--- config.mk ---
export PLATFORM = sky130hd
export DESIGN_NAME = divider
export DESIGN_NICKNAME = d
export VERILOG_FILES = /design/src/rtl/divider.sv
export SDC_FILE = /design/constraint.sdc
export NUM_CORES = 1
export LEC_CHECK = 0
export ABC_CLOCK_PERIOD_IN_PS = 1550
export BUFFER_PORTS_ARGS = -buffer_cell sky130_fd_sc_hd__buf_2
export CAP_MARGIN = 20
export CORE_UTILIZATION = 51
export DETAILED_ROUTE_END_ITERATION = 8
export GPL_TIMING_DRIVEN = 0
export PLACE_DENSITY_LB_ADDON = 0.05
export RECOVER_POWER = 100
export SETUP_SLACK_MARGIN = 0.3
export SKIP_LAST_GASP = 1
export SLEW_MARGIN = 30
export SYNTH_ARGS = -nofsm -noshare
export SYNTH_HDL_FRONTEND = slang
export SYNTH_SLANG_ARGS = --single-unit
--- constraint.sdc ---
create_clock -name clk -period 1.55 [get_ports clk]
set_input_delay 0.31 -clock clk [delete_from_list [all_inputs] [get_ports clk]]
set_output_delay 0.31 -clock clk [all_outputs]
set_load 0.02 [all_outputs]
--- src/rtl/divider.sv ---
`default_nettype none
// ============================================================================
//  Module      : divider
//  Description : Free-running unsigned restoring divider. Samples a/b, then
//                produces one quotient bit per clock and publishes registered
//                quotient (opt) and remainder (low) every WIDTH+2 cycles.
//  Revision    : 1.0  initial release
// ============================================================================
module divider #(
  parameter int WIDTH = 5
) (
  input  logic             clk,
  input  logic             reset,
  output logic [WIDTH-1:0] opt,
  output logic [WIDTH-1:0] low,
  input  logic [WIDTH-1:0] a,
  input  logic [WIDTH-1:0] b
);

  localparam int CW = $clog2(WIDTH + 1);

  typedef enum logic [1:0] {
    S_LOAD = 2'd0,
    S_CALC = 2'd1,
    S_DONE = 2'd2
  } state_t;

  state_t           r_state;
  state_t           w_next;
  logic [WIDTH-1:0] r_dvd;
  logic [WIDTH-1:0] r_dvs;
  logic [WIDTH:0]   r_rem;
  logic [WIDTH-1:0] r_q;
  logic [CW-1:0]    r_cnt;

  logic [WIDTH:0]   w_t;
  logic [WIDTH:0]   w_diff;
  logic             w_ge;
  logic             w_last;
  logic             w_unused_rem_msb;

  // Trial remainder: previous remainder shifted left with the next dividend bit.
  assign w_t    = {r_rem[WIDTH-1:0], r_dvd[WIDTH-1]};
  assign w_ge   = (w_t >= {1'b0, r_dvs});
  assign w_diff = w_t - {1'b0, r_dvs};
  assign w_last = (r_cnt == CW'(WIDTH - 1));
  // After each restoring step the remainder is below the divisor, so its top
  // bit is always zero and only the lower WIDTH bits feed the next trial.
  assign w_unused_rem_msb = r_rem[WIDTH];

  // State register.
  always_ff @(posedge clk or negedge reset) begin
    if (!reset) r_state <= S_LOAD;
    else        r_state <= w_next;
  end

  // Next-state logic: LOAD once, CALC for WIDTH iterations, DONE once.
  always_comb begin
    w_next = r_state;
    case (r_state)
      S_LOAD:  w_next = S_CALC;
      S_CALC:  if (w_last) w_next = S_DONE;
      S_DONE:  w_next = S_LOAD;
      default: w_next = S_LOAD;
    endcase
  end

  // Datapath: operand capture, shift-subtract iterations and result publish.
  always_ff @(posedge clk or negedge reset) begin
    if (!reset) begin
      r_dvd <= '0;
      r_dvs <= '0;
      r_rem <= '0;
      r_q   <= '0;
      r_cnt <= '0;
      opt   <= '0;
      low   <= '0;
    end else begin
      case (r_state)
        S_LOAD: begin
          r_dvd <= a;
          r_dvs <= b;
          r_rem <= '0;
          r_q   <= '0;
          r_cnt <= '0;
        end
        S_CALC: begin
          r_dvd <= {r_dvd[WIDTH-2:0], 1'b0};
          r_rem <= w_ge ? w_diff : w_t;
          r_q   <= {r_q[WIDTH-2:0], w_ge};
          r_cnt <= r_cnt + CW'(1);
        end
        S_DONE: begin
          opt <= r_q;
          low <= r_rem[WIDTH-1:0];
        end
        default: begin
          r_cnt <= '0;
        end
      endcase
    end
  end

endmodule
`default_nettype wire

# Word-level counts from Yosys, hierarchy flattened
# Cells that the tools add are included.
dict set report classes {
  add_sub_neg 2
  multipliers 0
  n_div 0
  magnitude_cmp 1
  n_eq_ne 4
  n_shift 0
  n_mux 7
  n_bitwise 0
  n_reduce_logical 2
}
# operator count
set op_table {}
lappend op_table {{one-hot mux 5 bit (2 select lines)} 3}
lappend op_table {{>= comparator 6 x 5 -> 1 bit} 1}
lappend op_table {{one-hot mux 3 bit (2 select lines)} 1}
lappend op_table {{two-way mux 5 bit} 1}
lappend op_table {{subtractor 5 bit} 1}
lappend op_table {{one-hot mux 2 bit (2 select lines)} 1}
lappend op_table {{adder 3 x 1 -> 3 bit, second input constant} 1}
lappend op_table {{== test 3 bit, second input constant} 1}
lappend op_table {{== test 2 x 1 -> 1 bit, second input constant} 1}
lappend op_table {{== test 2 bit, second input constant} 1}
lappend op_table {{zero test 2 bit} 1}
lappend op_table {{two-way mux 2 bit} 1}
lappend op_table {{!= test 2 bit, second input constant} 1}
lappend op_table {{nonzero test 2 bit} 1}
dict set report word_totals {
  ff_bits 35
  latch_bits 0
  ramBits 0
  rom_bits 0
  in_bits 12
  word_cells 24
  memories 0
}

# Longest topological paths before layout
# Gate-level depths: netlist (run 1).
dict set report logic_depth {
  depth_word 3
  mapped_depth 7
  depth_no_buf 7
}

# Worst setup path before layout (run 1)
# OpenSTA, ideal clock, no wires.
dict set report synth_timing {
  path_kind {flip-flop to flip-flop}
  startpoint {reg r_rem[3]}
  endpoint {reg r_rem[2]}
  setup_time_ps 126
  arrival_ps 1586
  setup_slack_ps -162
  stages_incl_launch_ff 6
  synth_period_minus_slack_ps 1712
  path_cell_list {dfrtp_1 -> ha_1 -> a211oi_2 -> nand2_2 -> or2_4 -> a221o_1}
}
dict set report synth_via {
  elab_chain_len 3
}
# item line
set synth_lines {}
lappend synth_lines {{start, declared} 32} ;# logic [WIDTH:0] r_rem;
lappend synth_lines {{start signal, assigned} 89} ;# r_rem <= w_ge ? w_diff : w_t;
lappend synth_lines {{>= comparator 6 x 5 -> 1 bit} 44} ;# assign w_ge = (w_t >= {1'b0, r_dvs});
lappend synth_lines {{two-way mux 5 bit} 89}
lappend synth_lines {{one-hot mux 5 bit (2 select lines)} 79} ;# case (r_state)
# Every way passes these cells.
# A chain may end at the register's enable or synchronous reset.

# Worst setup path after layout (run 1)
dict set report layout_timing {
  startpoint {reg r_rem[1]}
  endpoint {reg r_rem[2]}
}
dict set report layout_via {
  elab_chain_len 3
  word_cells_on_any_way 4
  cone_classes {add/sub (1); order compare (1); mux (2)}
}
# item line
set layout_lines {}
lappend layout_lines {{subtractor 5 bit or >= comparator 6 x 5 -> 1 bit (tied branches)} {45, 44}}
lappend layout_lines {{two-way mux 5 bit *} 89}
lappend layout_lines {{one-hot mux 5 bit (2 select lines) *} 79}
# Every way passes the cells marked *; elsewhere a longest branch is shown, timed or not.

==> results of run 1 <==
## cell type report
type                       count  area, µm²  area share, %
buffer                         7      45.04          2.253
clock inverter                 2      12.51         0.6258
inverter                       8      30.03          1.502
clock buffer                   6      41.29          2.065
multi-input combinational    125      794.5          39.74
sequential                    35      875.8          43.80
tap                           44      55.05          2.753
timing repair buffer          28      145.1          7.259
## kinds of logic (layout without fill, tap and decap cells)
family	count (synthesis)	count (layout)
xor gates and xnor gates	3	3
AOI/OAI and AO/OA	32	32
muxes	5	5
and+or+nand+nor	77	77
adders and majority gates	8	8
buffers and inverters	15	51
DFF	35	35
## cells in the final DEF, fill, tap and decap left out, types with 2 or more instances in the layout
cell,netlist,layout
sky130_fd_sc_hd__clkbuf_1,4,16
sky130_fd_sc_hd__buf_6,1,2
sky130_fd_sc_hd__o21ai_0,19,15
sky130_fd_sc_hd__inv_2,0,2
sky130_fd_sc_hd__inv_1,8,6
sky130_fd_sc_hd__buf_4,0,5
sky130_fd_sc_hd__o31ai_1,2,2
sky130_fd_sc_hd__ha_1,7,5
sky130_fd_sc_hd__o311ai_2,0,2
sky130_fd_sc_hd__xnor2_1,3,3
sky130_fd_sc_hd__clkbuf_2,0,2
sky130_fd_sc_hd__nor2_1,5,4
sky130_fd_sc_hd__buf_2,1,10
sky130_fd_sc_hd__ha_4,0,2
sky130_fd_sc_hd__nand2_1,56,56
sky130_fd_sc_hd__o21ai_1,0,3
sky130_fd_sc_hd__clkbuf_4,0,5
sky130_fd_sc_hd__dfrtp_1,35,35
sky130_fd_sc_hd__nand2b_1,3,3
sky130_fd_sc_hd__mux2i_1,4,4
sky130_fd_sc_hd__nand3_1,3,3
## per-stage QoR
stage,setup TNS (ns),cell area [µm²]
3_3_place_gp,-0.4365,1858
5_1_grt,-0.9420,1999
3_5_place_dp,-0.5284,1858
6_report,-0.4992,1999
2_1_floorplan,-0.09942,1698
4_1_cts,-0.5855,1986
## where the power goes
group / total, mW / internal, mW / switching [mW]
Combinational: 1.02 / 0.434 / 0.581
Sequential: 1.26 / 1.11 / 0.150
Clock: 0.481 / 0.175 / 0.306
## sequential cells by signal, indices dropped and copies added, names as in the netlist
name / cells
low: 5
opt: 5
r_cnt: 3
r_dvd: 5
r_dvs: 5
r_q: 5
r_rem: 5
r_state: 2
## timing repair
item,in CTS,in global routing
pin swaps,4,2
buffers inserted,5,2
gates resized for setup,9,16
endpoints found under the setup margin,18,26
cloned,0,0
## final timing paths
| check | to | slack, ns | depth (start not counted) |
|---|---|---|---|
| hold reg to reg | opt[3] | 0.48 | 2 |
| max in group asynchronous | r_dvd[0] | 0.98 | 1 |
| min in group clk | r_dvs[2] | 0.17 | 3 |
| setup / recovery | r_rem[2] | -0.14 | 5 |
| hold / removal | opt[4] | 0.05 | 1 |
| setup reg to reg | r_rem[2] | -0.14 | 5 |
## layer usage
layer	vias to the layer above	global-route usage, %
met4	0	7.143
li1	648	-
met5	-	0
met3	6	6.550
met2	23	36.76
met1	615	30.23
==> report_table.html, run 1 <==
<table>
<tr><th>Metric</th><th>Value</th></tr>
<tr><th colspan="2">Logic synthesis</th></tr>
<tr><td>Synthesized-area fraction occupied by ao, oa, aoi and oai cells</td><td>12.62%</td></tr>
<tr><td>Mean instance size in the synthesized netlist</td><td>9.573 µm²</td></tr>
<tr><td>Most frequently used flop master after synthesis</td><td>sky130_fd_sc_hd__dfrtp_1</td></tr>
<tr><td>Yosys top cell area share</td><td>52.28%</td></tr>
<tr><td>Number of enable-type register cells in the synthesized netlist</td><td>0</td></tr>
<tr><td>Commonest cells in the netlist</td><td>56 x sky130_fd_sc_hd__nand2_1, 35 x sky130_fd_sc_hd__dfrtp_1, 19 x sky130_fd_sc_hd__o21ai_0</td></tr>
<tr><td>Multiplexer fraction of the synthesized cell area</td><td>3.062%</td></tr>
<tr><td>Post-synthesis share of cell area spent on xor and xnor gates</td><td>1.568%</td></tr>
<tr><td>Sequential cell area fraction in the yosys report</td><td>52.28%</td></tr>
<tr><td>Most area-hungry cell type in the Yosys netlist</td><td>sky130_fd_sc_hd__dfrtp_1</td></tr>
<tr><td>Number of nets in the synthesized netlist</td><td>195</td></tr>
<tr><td>Async set or reset register ratio after synthesis</td><td>100.0%</td></tr>
<tr><td>Area fraction in and, or, nand and nor cells after synthesis</td><td>19.57%</td></tr>
<tr><td>Dominant combinational cell family by area after synthesis</td><td>simple AND/OR/NAND/NOR gates</td></tr>
<tr><td>Count of state elements after synthesis</td><td>35</td></tr>
<tr><td>Synthesized instance count</td><td>175</td></tr>
<tr><td>Unique cell type count in the Yosys netlist</td><td>34</td></tr>
<tr><td>Adder-cell share of the synthesized area</td><td>6.423%</td></tr>
<tr><td>Library cell with the highest instance count after synthesis</td><td>sky130_fd_sc_hd__nand2_1</td></tr>
<tr><td>Yosys warning count</td><td>0</td></tr>
<tr><td>Biggest area contributors in the synthesized netlist</td><td>sky130_fd_sc_hd__dfrtp_1 52%, sky130_fd_sc_hd__nand2_1 13%, sky130_fd_sc_hd__o21ai_0 5.7%, sky130_fd_sc_hd__ha_1 5.2%, sky130_fd_sc_hd__mux2i_1 2.4%</td></tr>
<tr><td>Netlist area before placement</td><td>1675 µm²</td></tr>
<tr><th colspan="2">Final layout</th></tr>
<tr><td>Count of antenna diodes in the layout</td><td>0</td></tr>
<tr><td>Layout fillers</td><td>282</td></tr>
<tr><td>Layout area overhead</td><td>19.34%</td></tr>
<tr><td>Count of non-filler cells in the finished layout</td><td>255</td></tr>
<tr><td>Core utilization of the finished layout</td><td>64.96%</td></tr>
<tr><td>Post-layout net count</td><td>230</td></tr>
<tr><td>Proportion of layout cells with a drive suffix above 1</td><td>22.27%</td></tr>
<tr><th colspan="2">Detailed routing</th></tr>
<tr><td>Via density per instance</td><td>5.067</td></tr>
<tr><td>Top routing layer in use</td><td>met4</td></tr>
<tr><td>Average routed wire per standard cell</td><td>12.76 µm</td></tr>
<tr><td>Total wire length after detailed routing</td><td>3253 µm</td></tr>
<tr><td>Post-route DRC</td><td>0</td></tr>
<tr><td>Number of iterations in the first detailed-routing pass</td><td>4</td></tr>
<tr><td>Antenna Violating Nets Remaining</td><td>0</td></tr>
<tr><td>WL met2</td><td>1566 µm</td></tr>
<tr><td>DR vias</td><td>1292</td></tr>
<tr><td>Wire length the detailed router placed on met1</td><td>1528 µm</td></tr>
<tr><td>Met3 wire len</td><td>111 µm</td></tr>
<tr><td>Starting DRT DRC Count</td><td>40</td></tr>
<tr><th colspan="2">Global routing</th></tr>
<tr><td>Pin count of the biggest net entering global routing</td><td>36</td></tr>
<tr><td>Vias in the first global route</td><td>1261</td></tr>
<tr><td>Global-route wire length before repair</td><td>5809 µm</td></tr>
<tr><td>Total GRT Usage</td><td>22.99%</td></tr>
<tr><td>Global route total overflow</td><td>0</td></tr>
<tr><td>Initial antenna violation count</td><td>0</td></tr>
<tr><th colspan="2">Timing</th></tr>
<tr><td>Final Setup Violations</td><td>6</td></tr>
<tr><td>Max-slew violation count</td><td>0</td></tr>
<tr><td>Minimum setup slack in the final design</td><td>-0.1382 ns</td></tr>
<tr><td>Transition time at the pin with the least slew margin</td><td>0.8266 ns</td></tr>
<tr><td>Worst slew slack as a fraction of its limit</td><td>44.89%</td></tr>
<tr><td>Final period demand of the worst path</td><td>1.688 ns</td></tr>
<tr><td>Final hold slack</td><td>0.04965 ns</td></tr>
<tr><td>Timing-limited maximum frequency</td><td>592.3 MHz</td></tr>
<tr><td>RSZ-0062 raised after global routing</td><td>true</td></tr>
<tr><td>Ratio of final minimum period to clock period</td><td>108.9%</td></tr>
<tr><td>Number of hold violations in the final report</td><td>0</td></tr>
<tr><td>Worst Skew</td><td>0.009025 ns</td></tr>
<tr><th colspan="2">Clocking</th></tr>
<tr><td>Clock-pin slew reported for the worst setup and hold paths after clock tree synthesis</td><td>0.11 ns</td></tr>
<tr><td>Clock insertion delay at the later pin of the skew report</td><td>0.34 ns</td></tr>
<tr><td>Number of CTS-inserted buffers</td><td>5</td></tr>
<tr><td>Clock tree from TritonCTS</td><td>yes</td></tr>
<tr><td>CTS Sinks</td><td>35</td></tr>
<tr><td>Hold Buf Count CTS</td><td>0</td></tr>
<tr><td>CTS H-tree lvls</td><td>2</td></tr>
<tr><td>Root buffer cell</td><td>sky130_fd_sc_hd__clkbuf_4</td></tr>
<tr><td>Longest Clk Path Bufs</td><td>2</td></tr>
<tr><th colspan="2">Worst setup path</th></tr>
<tr><td>Cell Chain, Critical Path</td><td>ha_1 &gt; nand3_1 &gt; a21oi_4 &gt; or2_4 &gt; a221o_1</td></tr>
<tr><td>Data required time at the worst endpoint</td><td>1.77 ns</td></tr>
<tr><td>Highest cell delay on the worst timing path</td><td>0.44 ns</td></tr>
<tr><td>Critical path endpoint category</td><td>flip-flop</td></tr>
<tr><td>Gate family responsible for the most delay along the worst path</td><td>flip-flops</td></tr>
<tr><td>Cell with the biggest individual delay on the critical path</td><td>sky130_fd_sc_hd__dfrtp_1</td></tr>
<tr><td>Type of the worst setup path</td><td>flip-flop to flip-flop</td></tr>
<tr><td>Critical path startpoint</td><td>r_rem[1]</td></tr>
<tr><td>Worst reg2reg startpoint</td><td>r_rem[1]</td></tr>
<tr><td>Buffer and inverter count on the worst path</td><td>0</td></tr>
<tr><td>Worst path arrival time</td><td>1.91 ns</td></tr>
<tr><td>Crit-path max FO</td><td>6</td></tr>
<tr><td>Startpoint class of the critical path</td><td>flip-flop</td></tr>
<tr><th colspan="2">Die</th></tr>
<tr><td>Std cell rows</td><td>20</td></tr>
<tr><td>Die W</td><td>59.32 µm</td></tr>
<tr><td>Boundary Pins</td><td>22</td></tr>
<tr><td>Area inside the core boundary</td><td>3078 µm²</td></tr>
<tr><td>Starting density of the core</td><td>54.43%</td></tr>
<tr><td>Overall die area</td><td>3518 µm²</td></tr>
<tr><td>Vertical die dimension</td><td>59.32 µm</td></tr>
<tr><th colspan="2">Power and ir drop</th></tr>
<tr><td>Worst voltage drop across the vdd grid</td><td>0.9505 mV</td></tr>
<tr><td>Power density relative to cell area</td><td>1378 nW/µm²</td></tr>
<tr><td>Cell leakage power</td><td>0.9135 nW</td></tr>
<tr><td>Total power consumption of the routed design</td><td>2.755 mW</td></tr>
<tr><th colspan="2">Placement</th></tr>
<tr><td>IO buf count</td><td>21</td></tr>
<tr><td>HPWL Detailed</td><td>2214 µm</td></tr>
<tr><td>Gpl congestion</td><td>0.7983</td></tr>
<tr><td>Post-placement worst setup slack</td><td>-0.1912 ns</td></tr>
<tr><td>Cell Count Post-Placement</td><td>240</td></tr>
<tr><th colspan="2">Worst hold path</th></tr>
<tr><td>Type of the tightest min-delay check</td><td>input pin to async pin</td></tr>
<tr><th colspan="2">Status</th></tr>
<tr><td>Violations in the final reports</td><td>negative setup slack</td></tr>
<tr><td>Run status</td><td>finished with violations</td></tr>
<tr><th colspan="2">Job</th></tr>
<tr><td>Number of max-cap violations</td><td>0</td></tr>
</table>
No activity file was read; power rests on OpenSTA's default activity.
==> run 2, diff against run 1 <==
==> config.mk (replaced) <==
export PLATFORM = sky130hd
export DESIGN_NAME = divider
export DESIGN_NICKNAME = d
export VERILOG_FILES = /design/src/rtl/divider.sv
export SDC_FILE = /design/constraint.sdc
export NUM_CORES = 1
export LEC_CHECK = 0
export ABC_CLOCK_PERIOD_IN_PS = 1750
export BUFFER_PORTS_ARGS = -buffer_cell sky130_fd_sc_hd__buf_2
export CAP_MARGIN = 20
export CORE_UTILIZATION = 56
export DETAILED_ROUTE_END_ITERATION = 8
export GPL_TIMING_DRIVEN = 0
export PLACE_DENSITY_LB_ADDON = 0.05
export RECOVER_POWER = 100
export SETUP_SLACK_MARGIN = 0.5
export SKIP_LAST_GASP = 1
export SLEW_MARGIN = 25
export SYNTH_ARGS = -nofsm -noshare
export SYNTH_HDL_FRONTEND = slang
export SYNTH_SLANG_ARGS = --single-unit
==> constraint.sdc (replaced) <==
create_clock -name clk -period 1.75 [get_ports clk]
set_input_delay 0.35 -clock clk [delete_from_list [all_inputs] [get_ports clk]]
set_output_delay 0.35 -clock clk [all_outputs]
set_load 0.02 [all_outputs]
==> run 2 against run 1 <==
Against the previous run: critical path depth unchanged; register-to-register slack improved by 0.15 ns; the flow finishes with violations (design-rule violations); largest power group unchanged; non-clock buffer count increased by 7; utilization increased by 8.1 points; critical endpoint unchanged.
==> report_table.html, run 2 (synthesis gave the netlist of run 1 again) <==
<table>
<tr><th>Metric</th><th>Value</th></tr>
<tr><th colspan="2">Power and ir drop</th></tr>
<tr><td>Clock network fraction of total power</td><td>21.8% (was 17.5%)</td></tr>
<tr><td>Cell Int Power</td><td>1.740 mW (was 1.718 mW)</td></tr>
<tr><td>Relative contribution of combinational cells to total power</td><td>37.0% (was 36.8%)</td></tr>
<tr><td>Worst voltage drop across the vdd grid</td><td>0.7583 mV (was 0.9505 mV)</td></tr>
<tr><td>Share of power burned in registers</td><td>41.2% (was 45.7%)</td></tr>
<tr><td>Cell leakage power</td><td>0.9589 nW (was 0.9135 nW)</td></tr>
<tr><td>Power density relative to cell area</td><td>1317 nW/µm² (was 1378 nW/µm²)</td></tr>
<tr><td>Net switching power</td><td>0.9614 mW (was 1.037 mW)</td></tr>
<tr><td>Total power consumption of the routed design</td><td>2.701 mW (was 2.755 mW)</td></tr>
<tr><td>Proportion of total power due to net switching</td><td>35.59% (was 37.65%)</td></tr>
<tr><th colspan="2">Global routing</th></tr>
<tr><td>Initial antenna violation count</td><td>0 (unchanged)</td></tr>
<tr><td>Pin count of the biggest net entering global routing</td><td>36 (unchanged)</td></tr>
<tr><td>Total GRT Usage</td><td>23.48% (was 22.99%)</td></tr>
<tr><td>Global routing met2 resource utilization</td><td>37.24% (was 36.76%)</td></tr>
<tr><td>Global-route wire length before repair</td><td>5589 µm (was 5809 µm)</td></tr>
<tr><td>Global Route met1 Usage</td><td>29.60% (was 30.23%)</td></tr>
<tr><td>Met3 GRT Util</td><td>8.065% (was 6.550%)</td></tr>
<tr><td>Top Usage Layer GRT</td><td>met2 (unchanged)</td></tr>
<tr><td>Vias in the first global route</td><td>1271 (was 1261)</td></tr>
<tr><td>Global route total overflow</td><td>0 (unchanged)</td></tr>
<tr><th colspan="2">Clocking</th></tr>
<tr><td>CTS H-tree lvls</td><td>2 (unchanged)</td></tr>
<tr><td>Root buffer cell</td><td>sky130_fd_sc_hd__clkbuf_4 (unchanged)</td></tr>
<tr><td>Hold Buf Count CTS</td><td>0 (unchanged)</td></tr>
<tr><td>CTS Sinks</td><td>35 (unchanged)</td></tr>
<tr><td>Longest Clk Path Bufs</td><td>2 (unchanged)</td></tr>
<tr><td>Clock tree from TritonCTS</td><td>yes (unchanged)</td></tr>
<tr><td>Clock-pin slew reported for the worst setup and hold paths after clock tree synthesis</td><td>0.12 ns (was 0.11 ns)</td></tr>
<tr><td>Clock insertion delay at the later pin of the skew report</td><td>0.36 ns (was 0.34 ns)</td></tr>
<tr><td>Number of CTS-inserted buffers</td><td>5 (unchanged)</td></tr>
<tr><th colspan="2">Worst hold path</th></tr>
<tr><td>Type of the tightest min-delay check</td><td>input pin to async pin (unchanged)</td></tr>
<tr><th colspan="2">Detailed routing</th></tr>
<tr><td>Via density per instance</td><td>5.410 (was 5.067)</td></tr>
<tr><td>Number of iterations in the first detailed-routing pass</td><td>6 (was 4)</td></tr>
<tr><td>Post-route DRC</td><td>2 (was 0)</td></tr>
<tr><td>Average routed wire per standard cell</td><td>13.83 µm (was 12.76 µm)</td></tr>
<tr><td>Starting DRT DRC Count</td><td>47 (was 40)</td></tr>
<tr><td>Total wire length after detailed routing</td><td>3444 µm (was 3253 µm)</td></tr>
<tr><td>Antenna Violating Nets Remaining</td><td>0 (unchanged)</td></tr>
<tr><td>DR vias</td><td>1347 (was 1292)</td></tr>
<tr><th colspan="2">Timing</th></tr>
<tr><td>Worst Skew</td><td>0.01578 ns (was 0.009025 ns)</td></tr>
<tr><td>Number of hold violations in the final report</td><td>0 (unchanged)</td></tr>
<tr><td>Minimum setup slack in the final design</td><td>0.007290 ns (was -0.1382 ns)</td></tr>
<tr><td>RSZ-0062 raised after global routing</td><td>true (unchanged)</td></tr>
<tr><td>Final Setup Violations</td><td>0 (was 6)</td></tr>
<tr><td>Transition time at the pin with the least slew margin</td><td>0.8617 ns (was 0.8266 ns)</td></tr>
<tr><td>Timing-limited maximum frequency</td><td>573.8 MHz (was 592.3 MHz)</td></tr>
<tr><td>Ratio of final minimum period to clock period</td><td>99.58% (was 108.9%)</td></tr>
<tr><td>Max-slew violation count</td><td>0 (unchanged)</td></tr>
<tr><td>Worst slew slack as a fraction of its limit</td><td>42.55% (was 44.89%)</td></tr>
<tr><td>Final period demand of the worst path</td><td>1.743 ns (was 1.688 ns)</td></tr>
<tr><th colspan="2">Worst setup path</th></tr>
<tr><td>Worst path arrival time</td><td>1.98 ns (was 1.91 ns)</td></tr>
<tr><td>Data required time at the worst endpoint</td><td>1.99 ns (was 1.77 ns)</td></tr>
<tr><td>Highest cell delay on the worst timing path</td><td>0.43 ns (was 0.44 ns)</td></tr>
<tr><td>Critical path endpoint category</td><td>flip-flop (unchanged)</td></tr>
<tr><td>Crit-path max FO</td><td>6 (unchanged)</td></tr>
<tr><td>Buffer and inverter count on the worst path</td><td>0 (unchanged)</td></tr>
<tr><td>Gate family responsible for the most delay along the worst path</td><td>compound AO/OA/AOI/OAI gates (was flip-flops)</td></tr>
<tr><td>Type of the worst setup path</td><td>flip-flop to flip-flop (unchanged)</td></tr>
<tr><td>Startpoint class of the critical path</td><td>flip-flop (unchanged)</td></tr>
<tr><td>Cell Chain, Critical Path</td><td>ha_4 &gt; a211oi_2 &gt; nand2_2 &gt; or2_4 &gt; a221o_1 (was ha_1 &gt; nand3_1 &gt; a21oi_4 &gt; or2_4 &gt; a221o_1)</td></tr>
<tr><td>Cell with the biggest individual delay on the critical path</td><td>sky130_fd_sc_hd__dfrtp_1 (unchanged)</td></tr>
<tr><th colspan="2">Placement</th></tr>
<tr><td>Post-Place Cell Area</td><td>1842 µm² (was 1858 µm²)</td></tr>
<tr><td>Post-placement worst setup slack</td><td>-0.001129 ns (was -0.1912 ns)</td></tr>
<tr><td>Gpl congestion</td><td>0.7897 (was 0.7983)</td></tr>
<tr><td>IO buf count</td><td>21 (unchanged)</td></tr>
<tr><td>HPWL Detailed</td><td>2211 µm (was 2214 µm)</td></tr>
<tr><th colspan="2">Die</th></tr>
<tr><td>Vertical die dimension</td><td>56.70 µm (was 59.32 µm)</td></tr>
<tr><td>Area inside the core boundary</td><td>2805 µm² (was 3078 µm²)</td></tr>
<tr><td>Std cell rows</td><td>19 (was 20)</td></tr>
<tr><td>Overall die area</td><td>3214 µm² (was 3518 µm²)</td></tr>
<tr><td>Starting density of the core</td><td>59.72% (was 54.43%)</td></tr>
<tr><td>Die W</td><td>56.70 µm (was 59.32 µm)</td></tr>
<tr><td>Boundary Pins</td><td>22 (unchanged)</td></tr>
<tr><th colspan="2">Final layout</th></tr>
<tr><td>Layout area overhead</td><td>22.40% (was 19.34%)</td></tr>
<tr><td>Total non-filler cell area in the finished layout</td><td>2051 µm² (was 1999 µm²)</td></tr>
<tr><td>Post-layout net count</td><td>237 (was 230)</td></tr>
<tr><td>Core utilization of the finished layout</td><td>73.10% (was 64.96%)</td></tr>
<tr><td>Most common cell after layout, fill and taps aside</td><td>sky130_fd_sc_hd__nand2_1 (unchanged)</td></tr>
<tr><td>Most frequent cells in the layout</td><td>56 x sky130_fd_sc_hd__nand2_1, 35 x sky130_fd_sc_hd__dfrtp_1, 18 x sky130_fd_sc_hd__o21ai_0 (was 56 x sky130_fd_sc_hd__nand2_1, 35 x sky130_fd_sc_hd__dfrtp_1, 16 x sky130_fd_sc_hd__clkbuf_1)</td></tr>
<tr><td>Proportion of layout cells with a drive suffix above 1</td><td>24.77% (was 22.27%)</td></tr>
<tr><td>Count of antenna diodes in the layout</td><td>0 (unchanged)</td></tr>
<tr><th colspan="2">Job</th></tr>
<tr><td>Number of max-cap violations</td><td>0 (unchanged)</td></tr>
<tr><th colspan="2">Status</th></tr>
<tr><td>Run status</td><td>finished with violations (unchanged)</td></tr>
<tr><td>Violations in the final reports</td><td>design-rule violations (was negative setup slack)</td></tr>
</table>
-- run 2: cell count changes in the layout (fill, tap and decap cells not counted), sizes merged --
cell | before | now
buf | 17 | 24
clkinvlp | 1 | 0
clkinv | 1 | 2
bufinv | 0 | 1
clkbuf | 24 | 23
-- run 2: power by group through the flow --
stage	Sequential, mW	Combinational [mW]	Clock [mW]
floorplan	1.22	0.437	0
global placement	1.13	0.734	0
detailed placement	1.14	0.757	0
CTS	1.12	0.944	0.595
global route	1.13	1.10	0.626
finish	1.11	1.00	0.588
-- run 2: worst paths after layout --
path | start | cells after the start | slack, ns | to
hold / removal | reset | 1 | 0.08 | opt[4]
min in group clk | b[2] | 3 | 0.20 | r_dvs[2]
setup / recovery | r_rem[3] | 5 | 0.007 | r_rem[2]
setup reg to reg | r_rem[3] | 5 | 0.007 | r_rem[2]
max in group asynchronous | reset | 1 | 1.12 | r_dvs[1]
hold reg to reg | low[1] | 2 | 0.49 | low[1]
-- run 2: cell type report --
cell class | count | area (µm²)
Multi-Input combinational cell | 125 | 785.8
Clock inverter | 3 | 43.79
Fill cell | 232 | 754.5
Tap cell | 31 | 38.79
Buffer | 7 | 45.04
Timing Repair Buffer | 35 | 193.9
Inverter | 8 | 30.03
Sequential cell | 35 | 875.8
Clock buffer | 5 | 37.54
-- run 2: stage by stage --
stage | instances | TNS, ns | hold WS, ns
after CTS | 241 | 0 | 0.07378
after global routing | 249 | -0.2275 | 0.1491
after detailed placement | 227 | -0.001129 | 0.4595
after floorplan | 175 | 0 | 0.05441
after global placement | 227 | 0 | 0.4525
final | 249 | 0 | 0.08381
-- run 2: what timing repair did --
| item | 4_1_cts | 5_1_grt |
|---|---|---|
| setup endpoints to repair | 27 | 33 |
| resized for setup | 22 | 19 |
| gates cloned | 0 | 0 |
| setup buffers | 6 | 8 |
| endpoints found under the hold margin | 0 | 0 |
| pin swaps | 6 | 8 |
-- run 2: per-layer routing --
metal  wire, µm  share of wire [%]
met3        109                3.2
met5          0                  0
met1       1575                 46
met2       1707                 50
met4         51                1.5
